$ cat config.mk
export PLATFORM = sky130hd
export DESIGN_NAME = bin_to_dec_ascii
export DESIGN_NICKNAME = d
export VERILOG_FILES = /design/src/rtl/dec_ascii_pkg.sv /design/src/rtl/bcd_add3_shift.sv /design/src/rtl/bin_to_dec_ascii.sv
export SDC_FILE = /design/constraint.sdc
export NUM_CORES = 1
export LEC_CHECK = 0
export CAP_MARGIN = 20
export CORE_MARGIN = 1.5
export CORE_UTILIZATION = 46
export CTS_BUF_LIST = sky130_fd_sc_hd__clkbuf_16
export DETAILED_ROUTE_END_ITERATION = 7
export GPL_TIMING_DRIVEN = 0
export MAX_ROUTING_LAYER = met4
export PLACE_DENSITY = 0.84
export SLEW_MARGIN = 20
export SYNTH_ARGS = -nofsm -noshare
export SYNTH_HDL_FRONTEND = slang
export SYNTH_HIERARCHICAL = 1
export SYNTH_SLANG_ARGS = --single-unit
$ cat constraint.sdc
create_clock -name clk -period 1.51 [get_ports clk]
set_input_delay 0.3775 -clock clk [delete_from_list [all_inputs] [get_ports clk]]
set_output_delay 0.3775 -clock clk [all_outputs]
set_load 0.01 [all_outputs]
$ cat src/rtl/dec_ascii_pkg.sv
// Shared constants, FSM states and digit-count sizing helper for the
// binary-to-decimal ASCII converter.
package dec_ascii_pkg;

    localparam logic [7:0] CH_ZERO  = 8'h30;
    localparam logic [7:0] CH_SPACE = 8'h20;
    localparam logic [7:0] CH_MINUS = 8'h2D;

    typedef enum logic [1:0] {
        ST_IDLE,
        ST_CONVERT,
        ST_FORMAT,
        ST_HOLD
    } state_e;

    // Decimal digits needed for the largest magnitude the input can carry.
    function automatic int MIN_DIGITS(input int width, input int is_signed);
        longint unsigned v;
        int              n;
        v = (is_signed != 0) ? (64'd1 << (width - 1)) : ((64'd1 << width) - 64'd1);
        n = 1;
        while (v >= 64'd10) begin
            v = v / 64'd10;
            n++;
        end
        return n;
    endfunction

endpackage

$ cat src/rtl/bcd_add3_shift.sv
// One double-dabble step: add-3 correction on every BCD digit in parallel,
// then shift the whole vector left by one taking i_bit into the units LSB.
module bcd_add3_shift #(
    parameter int DIGITS = 4
) (
    input  logic [4*DIGITS-1:0] i_bcd,
    input  logic                i_bit,
    output logic [4*DIGITS-1:0] o_bcd
);

    logic [DIGITS-1:0] w_cy;

    assign w_cy[0] = i_bit;

    for (genvar g = 0; g < DIGITS; g++) begin : g_dig
        logic [3:0] w_d;
        assign w_d = i_bcd[4*g+:4];
        if (g == DIGITS - 1) begin : g_top
            // Digit count is sized for the input, so the top digit never carries out.
            assign o_bcd[4*g+:4] = {3'((w_d >= 4'd5) ? w_d + 4'd3 : w_d), w_cy[g]};
        end else begin : g_low
            logic [3:0] w_a;
            assign w_a           = (w_d >= 4'd5) ? w_d + 4'd3 : w_d;
            assign w_cy[g+1]     = w_a[3];
            assign o_bcd[4*g+:4] = {w_a[2:0], w_cy[g]};
        end
    end

endmodule

$ cat src/rtl/bin_to_dec_ascii.sv
// Binary (signed/unsigned) to fixed-width decimal ASCII field, one bit per
// cycle double-dabble, with optional leading-zero blanking and sign slot.
module bin_to_dec_ascii
    import dec_ascii_pkg::*;
#(
    parameter int WIDTH    = 12,
    parameter int DIGITS   = 4,
    parameter int SIGNED   = 0,
    parameter int BLANK_LZ = 0
) (
    input  logic                         clk,
    input  logic                         rst_ni,
    input  logic                         in_valid,
    output logic                         in_ready,
    input  logic [WIDTH-1:0]             in_value,
    output logic                         out_valid,
    input  logic                         out_ready,
    output logic [8*(DIGITS+SIGNED)-1:0] out_ascii,
    output logic                         busy
);

    localparam int NCH   = DIGITS + SIGNED;
    localparam int CNT_W = $clog2(WIDTH);
    localparam logic [CNT_W-1:0] LAST_BIT = CNT_W'(WIDTH - 1);

    if (WIDTH < 4 || WIDTH > 32) begin : g_bad_width
        $error("bin_to_dec_ascii: WIDTH %0d outside 4..32", WIDTH);
    end
    if (DIGITS < MIN_DIGITS(WIDTH, SIGNED)) begin : g_bad_digits
        $error("bin_to_dec_ascii: DIGITS %0d < required %0d", DIGITS, MIN_DIGITS(WIDTH, SIGNED));
    end

    // Character 0 is the units digit (LSBs of the field); sign slot is character DIGITS.
    function automatic logic [8*NCH-1:0] fmt(input logic [4*DIGITS-1:0] bcd, input logic neg);
        logic [NCH-1:0][7:0] ch;
        logic [7:0]          sgn;
        int                  msnz;
        msnz = 0;
        sgn  = neg ? CH_MINUS : CH_SPACE;
        for (int i = 0; i < NCH; i++) ch[i] = CH_SPACE;
        for (int i = 0; i < DIGITS; i++) begin
            if (bcd[4*i+:4] != 4'd0) msnz = i;
        end
        for (int i = 0; i < DIGITS; i++) begin
            if (BLANK_LZ == 0 || i <= msnz) ch[i] = CH_ZERO + {4'h0, bcd[4*i+:4]};
        end
        if (SIGNED != 0) begin
            for (int k = 1; k < NCH; k++) begin
                if ((BLANK_LZ == 0) ? (k == NCH - 1) : (k == msnz + 1)) ch[k] = sgn;
            end
        end
        return ch;
    endfunction

    localparam logic [8*NCH-1:0] RST_FIELD = fmt({4*DIGITS{1'b0}}, 1'b0);

    state_e               r_state, w_state_nxt;
    logic [WIDTH-1:0]     r_shift;
    logic [4*DIGITS-1:0]  r_bcd;
    logic [CNT_W-1:0]     r_cnt;
    logic                 r_neg;
    logic [8*NCH-1:0]     r_ascii;

    logic                 w_neg;
    logic [WIDTH-1:0]     w_mag;
    logic [4*DIGITS-1:0]  w_bcd_nxt;
    logic [8*NCH-1:0]     w_field;

    // Most-negative input negates to itself, which read unsigned is the right magnitude.
    assign w_neg   = (SIGNED != 0) && in_value[WIDTH-1];
    assign w_mag   = w_neg ? (~in_value + WIDTH'(1)) : in_value;
    assign w_field = fmt(r_bcd, r_neg);

    bcd_add3_shift #(
        .DIGITS (DIGITS)
    ) u_step (
        .i_bcd (r_bcd),
        .i_bit (r_shift[WIDTH-1]),
        .o_bcd (w_bcd_nxt)
    );

    always_ff @(posedge clk or negedge rst_ni) begin
        if (!rst_ni) r_state <= ST_IDLE;
        else         r_state <= w_state_nxt;
    end

    always_comb begin
        w_state_nxt = r_state;
        case (r_state)
            ST_IDLE:    if (in_valid) w_state_nxt = ST_CONVERT;
            ST_CONVERT: if (r_cnt == LAST_BIT) w_state_nxt = ST_FORMAT;
            ST_FORMAT:  w_state_nxt = ST_HOLD;
            ST_HOLD:    if (out_ready) w_state_nxt = ST_IDLE;
            default:    w_state_nxt = ST_IDLE;
        endcase
    end

    always_ff @(posedge clk or negedge rst_ni) begin
        if (!rst_ni) begin
            r_shift <= '0;
            r_bcd   <= '0;
            r_cnt   <= '0;
            r_neg   <= 1'b0;
            r_ascii <= RST_FIELD;
        end else begin
            case (r_state)
                ST_IDLE: begin
                    if (in_valid) begin
                        r_shift <= w_mag;
                        r_neg   <= w_neg;
                        r_bcd   <= '0;
                        r_cnt   <= '0;
                    end
                end
                ST_CONVERT: begin
                    r_bcd   <= w_bcd_nxt;
                    r_shift <= {r_shift[WIDTH-2:0], 1'b0};
                    r_cnt   <= r_cnt + 1'b1;
                end
                ST_FORMAT: r_ascii <= w_field;
                default: ;
            endcase
        end
    end

    assign in_ready  = (r_state == ST_IDLE);
    assign out_valid = (r_state == ST_HOLD);
    assign busy      = (r_state == ST_CONVERT) || (r_state == ST_FORMAT);
    assign out_ascii = r_ascii;

endmodule
==> impl_metrics.ini, run 1 <==
[status]
status = finished with violations
failed_checks = setup timing

[route]
vias = 1869
routedWlPerCell_um = 13.4
dr_wl_met2_um = 2600
dr.pass1.iters = 4
vias_per_cell = 5.01
drt-met1-wl_um = 2190
drt_iter0_drc = 60
top_layer = met4
dr_wl_met3_um = 170
postRouteWirelength_um = 5010
postRouteAntennaNets = 0
drc_errors = 0

[cts]
htreeDepth = 2
insertion_delay_ps = 280
cts_buffer_depth = 2
root_buffer = clkbuf_16
cts_tree = done
cts.sinks = 50
ctsHoldBuffers = 0
path_clk_slew_ps = 60
cts_buffers = 5

[run]
maxCapViolCount = 0

[global_routing]
grt_max_degree = 28
grt_pass1_vias = 1833
antenna_found_initial = 0
grt_usage = 0.172
grt_pass1_wl_um = 8160
grt-ovfl-total = 0

[critical_path]
worstPathArrival_ps = 1820
crit_type = register to register
r2r.worst_path.cells = 5
r2r-end = r_cnt[3]$_DFFE_PN0P_
r2r-start = r_state[0]$_DFFE_PN0P_
r2r_slack_ps = -90
cpPeakStageDelay_ps = 520
cp_max_fo = 9
cp-startpoint = r_state[0]$_DFFE_PN0P_
cpLargestDelayFamily = simple AND/OR/NAND/NOR gates
slowest_stage = or4b_1
cp-endpoint = r_cnt[3]$_DFFE_PN0P_
cp_cell_sequence = inv_2 -> ha_4 -> mux2i_4 -> or4b_1 -> nand3_1
endpoint_kind = register
required_ps = 1730
worst-path-stages = 5
cp.buffers_inverters = 1
startpoint_type = register

[timing]
maxSlewViolCount = 0
fin_crit_sh = 1.06
finClkSkew_ps = 6.71
max_freq_mhz = 623
rsz0062_at_grt = yes
tightestPinTransition_ps = 532
min_period_ps = 1600
maxSlewHeadroom = 0.645
setup_slack_ps = -94.8
hold_viol = 0
whs_ps = 71.6
finalSetupViolCount = 30

[placement]
place_ws_ps = -512
gp_congestion = 0.801
portBuffers = 34
postPlaceCellArea_sq_um = 3110
dp_hpwl_um = 3280

[logic_synthesis]
synth.yosys.seq_area_share = 0.486
yosysTopAreaCell = dfrtp_1
synth_cell_types = 24
syn_area_sq_um = 2570
synth-seq-cells = 50
synthCells = 233
syn_avg_cell_area_sq_um = 11.0
yosys_warnings = 6
synth_top_area_share = 0.486
netlist_top_cells_area = dfrtp_1 49%, mux2_2 7.9%, ha_1 6.3%, mux2i_1 6.2%, a22o_1 5.8%

[pwr]
p_per_area_nw_per_um2 = 1840
peakVddDrop_mv = 0.947
fin_total_pwr_mw = 6.20
p_leak_nw = 1.71

[hold_path]
hold_class = input port to async pin

[cells_and_area]
syn_to_final_growth_pct = 31.2
final_nets = 329
layout-drive-gt1-share = 0.282
antenna_cells = 0
utilization = 0.621
fin_area_sq_um = 3380

[die]
dieArea_sq_um = 6050
io_pins = 51
placementRows = 27
die_w_um = 77.8
die_h_um = 77.8
core_sq_um = 5440
start_util = 0.473
-- metal layers --
layer | GRT usage | vias to the layer above
met5 | - | -
met4 | 0.0382 | 0
met3 | 0.0365 | 7
met2 | 0.303 | 42
met1 | 0.200 | 918
li1 | - | 902
-- registers in the layout, summed over array words and instances, names as in the netlist --
name       flops
r_shift       12
r_cnt          4
out_ascii     16
r_bcd         16
r_state        2
-- through the flow --
stage / TNS, ps / std cells
floorplan: -43.6 / 247
global placement: -78870 / 353
detailed placement: -10830 / 354
CTS: -86.8 / 367
finish: -1490 / 373
global route: -3640 / 373
-- worst min path at each step --
stage,to,slack [ps],cells past startpoint
finish,r_bcd[11]$_DFFE_PN0P_,70,1
detailed placement,r_bcd[9]$_DFFE_PN0P_,390,1
floorplan,out_ascii[0]$_DFFE_PN0P_,80,0
global placement,r_shift[5]$_DFFE_PN0P_,460,2
global route,out_ascii[8]$_DFFE_PN0P_,110,1
CTS,r_bcd[11]$_DFFE_PN0P_,90,1
-- cell families after synthesis --
group | after synthesis | share of synthesized area
and+or+nand+nor | 49 | 0.0860
AOI/OAI and AO/OA | 42 | 0.118
DFF | 50 | 0.486
buffers and inverters | 38 | 0.0836
adders and majority gates | 13 | 0.0632
other | 2 | 0.00292
xor gates and xnor gates | 4 | 0.0136
muxes | 35 | 0.146
-- where the power goes --
group	total, mW	switching (mW)	internal, mW
clock	1.06	0.456	0.605
sequential	2.12	0.357	1.76
combinational	3.02	1.46	1.56
-- synthesized netlist by cell type --
| master | n |
|---|---|
| o221ai_1 | 1 |
| buf_4 | 17 |
| a21oi_2 | 4 |
| a21boi_2 | 1 |
| clkbuf_1 | 2 |
| mux2i_2 | 1 |
| o21ai_0 | 15 |
| nand3_1 | 3 |
| xnor2_1 | 4 |
| ha_1 | 13 |
| conb_1 | 2 |
| or4b_1 | 1 |
| mux2i_1 | 16 |
| dfrtp_1 | 50 |
| mux2_2 | 18 |
| nand3b_1 | 2 |
| nor2_1 | 5 |
| a22o_1 | 17 |
| a222oi_1 | 1 |
| o21ai_1 | 3 |
| inv_1 | 12 |
| buf_2 | 7 |
| nand2b_1 | 8 |
| nand2_1 | 30 |
-- area by class of cell --
class                      instances  area, sq um
fill                             430         2060
sequential                        50         1250
multi-input combinational        159         1220
timing repair buffer              48          425
buffer                            24          196
clock buffer                       5          125
tap                               72         90.1
inverter                          12         45.0
clock inverter                     3         16.3
-- cell usage in the layout, fill, tap and decap left out, drive strengths merged, types with 2 or more instances in the layout --
cell type and count:
a21oi 4, a22o 17, buf 41, clkbuf 6
clkdlybuf4s50 13, clkinv 3, conb 16, dfrtp 50
dlygate4sd2 17, ha 13, inv 12, mux2 18
mux2i 17, nand2 30, nand2b 8, nand3 3
nand3b 2, nor2 5, o21ai 18, xnor2 4
-- worst register-to-register path: cells and delay by family (launching register included) --
family	cells	cell delay, ps
simple gates	2	620
fa+ha+maj	1	190
flops	1	410
buf+inv	1	80
mux	1	250
-- what timing repair did --
item,CTS,global route
gates cloned,0,3
setup endpoints to repair,60,30
pin swaps,3,13
setup buffers,7,3
resized for setup,41,20
(Power assumes the default switching activity.)
==> run 2: changes to the inputs <==
ABC_AREA = 0   (was default)
CORE_ASPECT_RATIO = 0.8   (was default)
==> run 2 against run 1 <==
Net effect:
- the flow still finishes with violations (setup timing)
- total power rose by 7.2%
- wire length rose by 12%
- setup slack got worse by 5.6 ps
- final cell count rose by 3.2%
- non-clock buffer count rose by 6
- via count rose by 4.0%
- count of clock-buffer cells in the layout did not move
- clock power barely moved
- sequential power barely moved
- core utilization rose by 2.8 points
- clock skew barely moved
- combinational power rose by 15%
==> impl_metrics.ini, run 2 (same netlist as run 1, synthesis figures left out) <==
[cts]
cts_tree = done
cts_buffers = 5
htreeDepth = 2
root_buffer = clkbuf_16
cts_buffer_depth = 2
insertion_delay_ps = 290
cts.sinks = 50
ctsHoldBuffers = 0
path_clk_slew_ps = 60

[cells_and_area]
final_nets = 336
multi_input_area_sq_um = 1260
syn_to_final_growth_pct = 36.9
stdcell_count = 385
layout-drive-gt1-share = 0.303
regArea_sq_um = 1250
utilization = 0.648
layout_commonest_cell = dfrtp_1
antenna_cells = 0
layout_common_cells = 48 x dfrtp_1, 31 x buf_4, 30 x nand2_1
nFillCells = 401

[critical_path]
cp_max_fo = 2
cpLargestDelayFamily = compound AO/OA/AOI/OAI gates
worstPathArrival_ps = 1780
cp_cell_sequence = buf_6 -> ha_4 -> a222oi_1 -> mux2_2
crit_type = register to register
endpoint_kind = register
startpoint_type = register
r2r-start = r_state[0]$_DFFE_PN0P_
cp.buffers_inverters = 1
cpPeakStageDelay_ps = 420
cp-startpoint = r_state[0]$_DFFE_PN0P_
slowest_stage = a222oi_1
required_ps = 1680
r2r_slack_ps = -100

[timing]
min_period_ps = 1610
hold_viol = 0
setup_slack_ps = -100
rsz0062_at_grt = yes
max_freq_mhz = 621
finClkSkew_ps = 7.17
whs_ps = 50.6
maxSlewViolCount = 0
finalSetupViolCount = 22
fin_crit_sh = 1.07

[route]
vias = 1943
routedWlPerCell_um = 14.6
postRouteWirelength_um = 5630
postRouteAntennaNets = 0
dr.pass1.iters = 4
drt_iter0_drc = 71
drc_errors = 0
vias_per_cell = 5.05

[pwr]
p_seq_frac = 0.317
p_clk_frac = 0.159
p_int_mw = 4.24
p_sw_frac = 0.363
peakVddDrop_mv = 0.771
fin_total_pwr_mw = 6.65
p_leak_nw = 1.77
switchingPower_mw = 2.41
p_per_area_nw_per_um2 = 1890
p_comb_frac = 0.524

[die]
core_sq_um = 5440
die_h_um = 69.9
io_pins = 51
dieArea_sq_um = 6060
placementRows = 24
start_util = 0.474
die_w_um = 86.6

[global_routing]
grt_pass1_wl_um = 8850
grt-ovfl-total = 0
grt_pass1_vias = 1914
grt_usage = 0.192
antenna_found_initial = 0
grt_max_degree = 31

[run]
maxCapViolCount = 0

[placement]
dp_hpwl_um = 3560
portBuffers = 34
place_ws_ps = -440
place_inst = 360
gp_congestion = 0.796

[status]
failed_checks = setup timing
status = finished with violations

[hold_path]
hold_class = input port to async pin
-- run 2: changes by cell type in the layout (fill, tap and decap cells not counted), sizes merged --
cell and delta:
inv +1, buf +6, clkinvlp +1, clkinv -3
mux2i +1
-- run 2: area by class of cell --
type | instances | area share
clock inverters | 2 | 0.00319
multi-input cells | 160 | 0.358
inverters | 12 | 0.0128
well taps | 78 | 0.0277
plain buffers | 24 | 0.0596
flip-flops and latches | 50 | 0.356
repair buffers | 54 | 0.147
clock buffers | 5 | 0.0355
-- run 2: power by group through the flow --
stage	sequential (mW)	combinational (mW)	clock, mW
finish	2.10	3.48	1.06
global route	2.15	3.74	1.15
CTS	2.08	2.85	1.08
detailed placement	2.11	2.56	0
global placement	2.10	2.44	0
floorplan	2.07	1.80	0
-- run 2: worst paths after layout --
path / endpoint / cells after the start
max: r_state[1]$_DFFE_PN0P_ / 4
min: out_ascii[0]$_DFFE_PN0P_ / 1
max reg2reg: r_state[1]$_DFFE_PN0P_ / 4
min reg2reg: r_shift[8]$_DFFE_PN0P_ / 2
max in group asynchronous: r_bcd[12]$_DFFE_PN0P_ / 2
min in group clk: r_shift[8]$_DFFE_PN0P_ / 2
-- run 2: per-stage QoR --
| step | cell area, sq um | setup TNS (ps) |
|---|---|---|
| 2_1_floorplan | 2660 | -43.6 |
| 3_3_place_gp | 3100 | -77050 |
| 3_5_place_dp | 3110 | -10650 |
| 4_1_cts | 3350 | -498 |
| 5_1_grt | 3520 | -2500 |
| 6_report | 3520 | -892 |
-- run 2: repair_timing --
action / 4_1_cts / 5_1_grt
gates cloned: 0 / 4
buffers inserted: 11 / 5
pin swaps: 2 / 4
gates resized for setup: 43 / 25
endpoints found under the setup margin: 61 / 42
-- run 2: metal layers --
metal | up-vias | track usage | wire (um)
li1 | 913 | - | -
met1 | 979 | 0.238 | 2530
met2 | 42 | 0.315 | 2860
met5 | - | - | 0
met3 | 9 | 0.0366 | 176
met4 | 0 | 0.0681 | 68
==> run 3: changes to the inputs <==
CORE_UTILIZATION = 55   (was 46)
CTS_BUF_LIST = sky130_fd_sc_hd__clkbuf_4   (was sky130_fd_sc_hd__clkbuf_16)
DONT_BUFFER_PORTS = 1   (was default)
PLACE_DENSITY = 0.82   (was 0.84)
==> run 3 against run 2 <==
Net effect:
- worst hold slack improved by 110 ps
- critical path depth is 1 higher
- largest power group unchanged
- flip-flop and latch count did not move
- global-route usage up 1.1 points
- clock power decreased by 43%
- the flow still finishes with violations (setup timing)
- total power decreased by 14%
- setup slack got worse by 61 ps
- count of clock-buffer cells in the layout up 1
- non-clock buffer count fell by 40
- die area shrank 16%
==> impl_metrics.ini, run 3 (same netlist as run 1, synthesis figures left out) <==
[timing]
min_period_ps = 1670
finalSetupViolCount = 36
hold_viol = 0
maxSlewViolCount = 0
setup_tns_ps = -1600
finClkSkew_ps = 18.4
whs_ps = 162
fin_crit_sh = 1.11
rsz0062_at_grt = yes
max_freq_mhz = 598
setup_slack_ps = -162

[global_routing]
grt_max_degree = 51
grt_usage = 0.203
grt-ovfl-total = 0
grt_pass1_vias = 1670
antenna_found_initial = 0
grt_pass1_wl_um = 7710

[placement]
dp_hpwl_um = 3020
gp_congestion = 0.781
portBuffers = 0
place_inst = 307

[critical_path]
crit_type = register to register
startpoint_type = register
cp_max_fo = 6
required_ps = 1780
worstPathArrival_ps = 1940
endpoint_kind = register

[die]
io_pins = 51
core_sq_um = 4540
dieArea_sq_um = 5100
die_h_um = 64.2
start_util = 0.567
die_w_um = 79.5
placementRows = 22

[cells_and_area]
stdcell_count = 328
layout-drive-gt1-share = 0.310
syn_to_final_growth_pct = 18.0
antenna_cells = 0
regArea_sq_um = 1250
nFillCells = 335
layout_common_cells = 48 x dfrtp_1, 26 x nand2_1, 25 x buf_4
utilization = 0.669
final_nets = 296
multi_input_area_sq_um = 1250
layout_commonest_cell = dfrtp_1

[cts]
path_clk_slew_ps = 130
root_buffer = clkbuf_4
insertion_delay_ps = 370
cts_buffer_depth = 2
cts_buffers = 5
cts_tree = done
cts.sinks = 50
htreeDepth = 2

[run]
maxCapViolCount = 0

[route]
postRouteAntennaNets = 0
vias_per_cell = 5.28
vias = 1733
routedWlPerCell_um = 14.7
drc_errors = 0
drt_iter0_drc = 141
postRouteWirelength_um = 4830
dr.pass1.iters = 4

[pwr]
p_leak_nw = 1.50
peakVddDrop_mv = 0.920
fin_total_pwr_mw = 5.73
p_per_area_nw_per_um2 = 1890

[hold_path]
hold_class = input port to register

[status]
status = finished with violations
failed_checks = setup timing
-- run 3: power breakdown --
part / switching (mW) / internal, mW
Sequential: 0.422 / 1.76
Combinational: 1.40 / 1.55
Clock: 0.411 / 0.194
Total: 2.23 / 3.50
-- run 3: per-stage QoR --
step	worst slack (ps)	instance area [sq um]
after floorplan	-43.6	2660
after global placement	-228	2740
after detailed placement	-246	2740
after CTS	-90.3	3010
after global routing	-230	3040
final	-162	3040
-- run 3: worst max-delay path: stages, from the launching register on --
cell	delay, ps
dfrtp_1	440
inv_2	90
ha_4	220
a222oi_1	340
buf_4	190
mux2_4	290
-- run 3: final timing paths --
path / start / end / slack (ps) / cells after the start
max: r_state[1]$_DFFE_PN0P_ / r_state[1]$_DFFE_PN0P_ / -160 / 5
max reg2reg: r_state[1]$_DFFE_PN0P_ / r_state[1]$_DFFE_PN0P_ / -160 / 5
min: in_value[0] / r_shift[0]$_DFFE_PN0P_ / 160 / 2
min reg2reg: r_shift[5]$_DFFE_PN0P_ / r_shift[5]$_DFFE_PN0P_ / 500 / 2
min in group asynchronous: rst_ni / r_bcd[15]$_DFFE_PN0P_ / 510 / 2
max in group asynchronous: rst_ni / r_bcd[4]$_DFFE_PN0P_ / 770 / 2
-- run 3: what timing repair did --
item / in CTS / in global routing
setup endpoints to repair: 41 / 45
endpoints found under the hold margin: 50 / 0
hold buffers: 2 / 0
setup buffers: 8 / 2
resized for setup: 25 / 18
pin swaps: 2 / 20
cloned: 4 / 0
-- run 3: final cells by class --
type,instances,share of cell area
inverter,12,0.0148
multi-input combinational,160,0.413
timing repair buffer,14,0.0490
buffer,24,0.0680
clock inverter,2,0.00288
clock buffer,6,0.0148
tap,60,0.0247
sequential,50,0.413
-- run 3: routing by layer --
| layer | track usage | vias up | routed length, um |
|---|---|---|---|
| li1 | - | 835 | - |
| met1 | 0.278 | 856 | 2310 |
| met2 | 0.287 | 35 | 2210 |
| met3 | 0.0443 | 7 | 226 |
| met4 | 0.0965 | 0 | 80 |
| met5 | - | - | 0 |
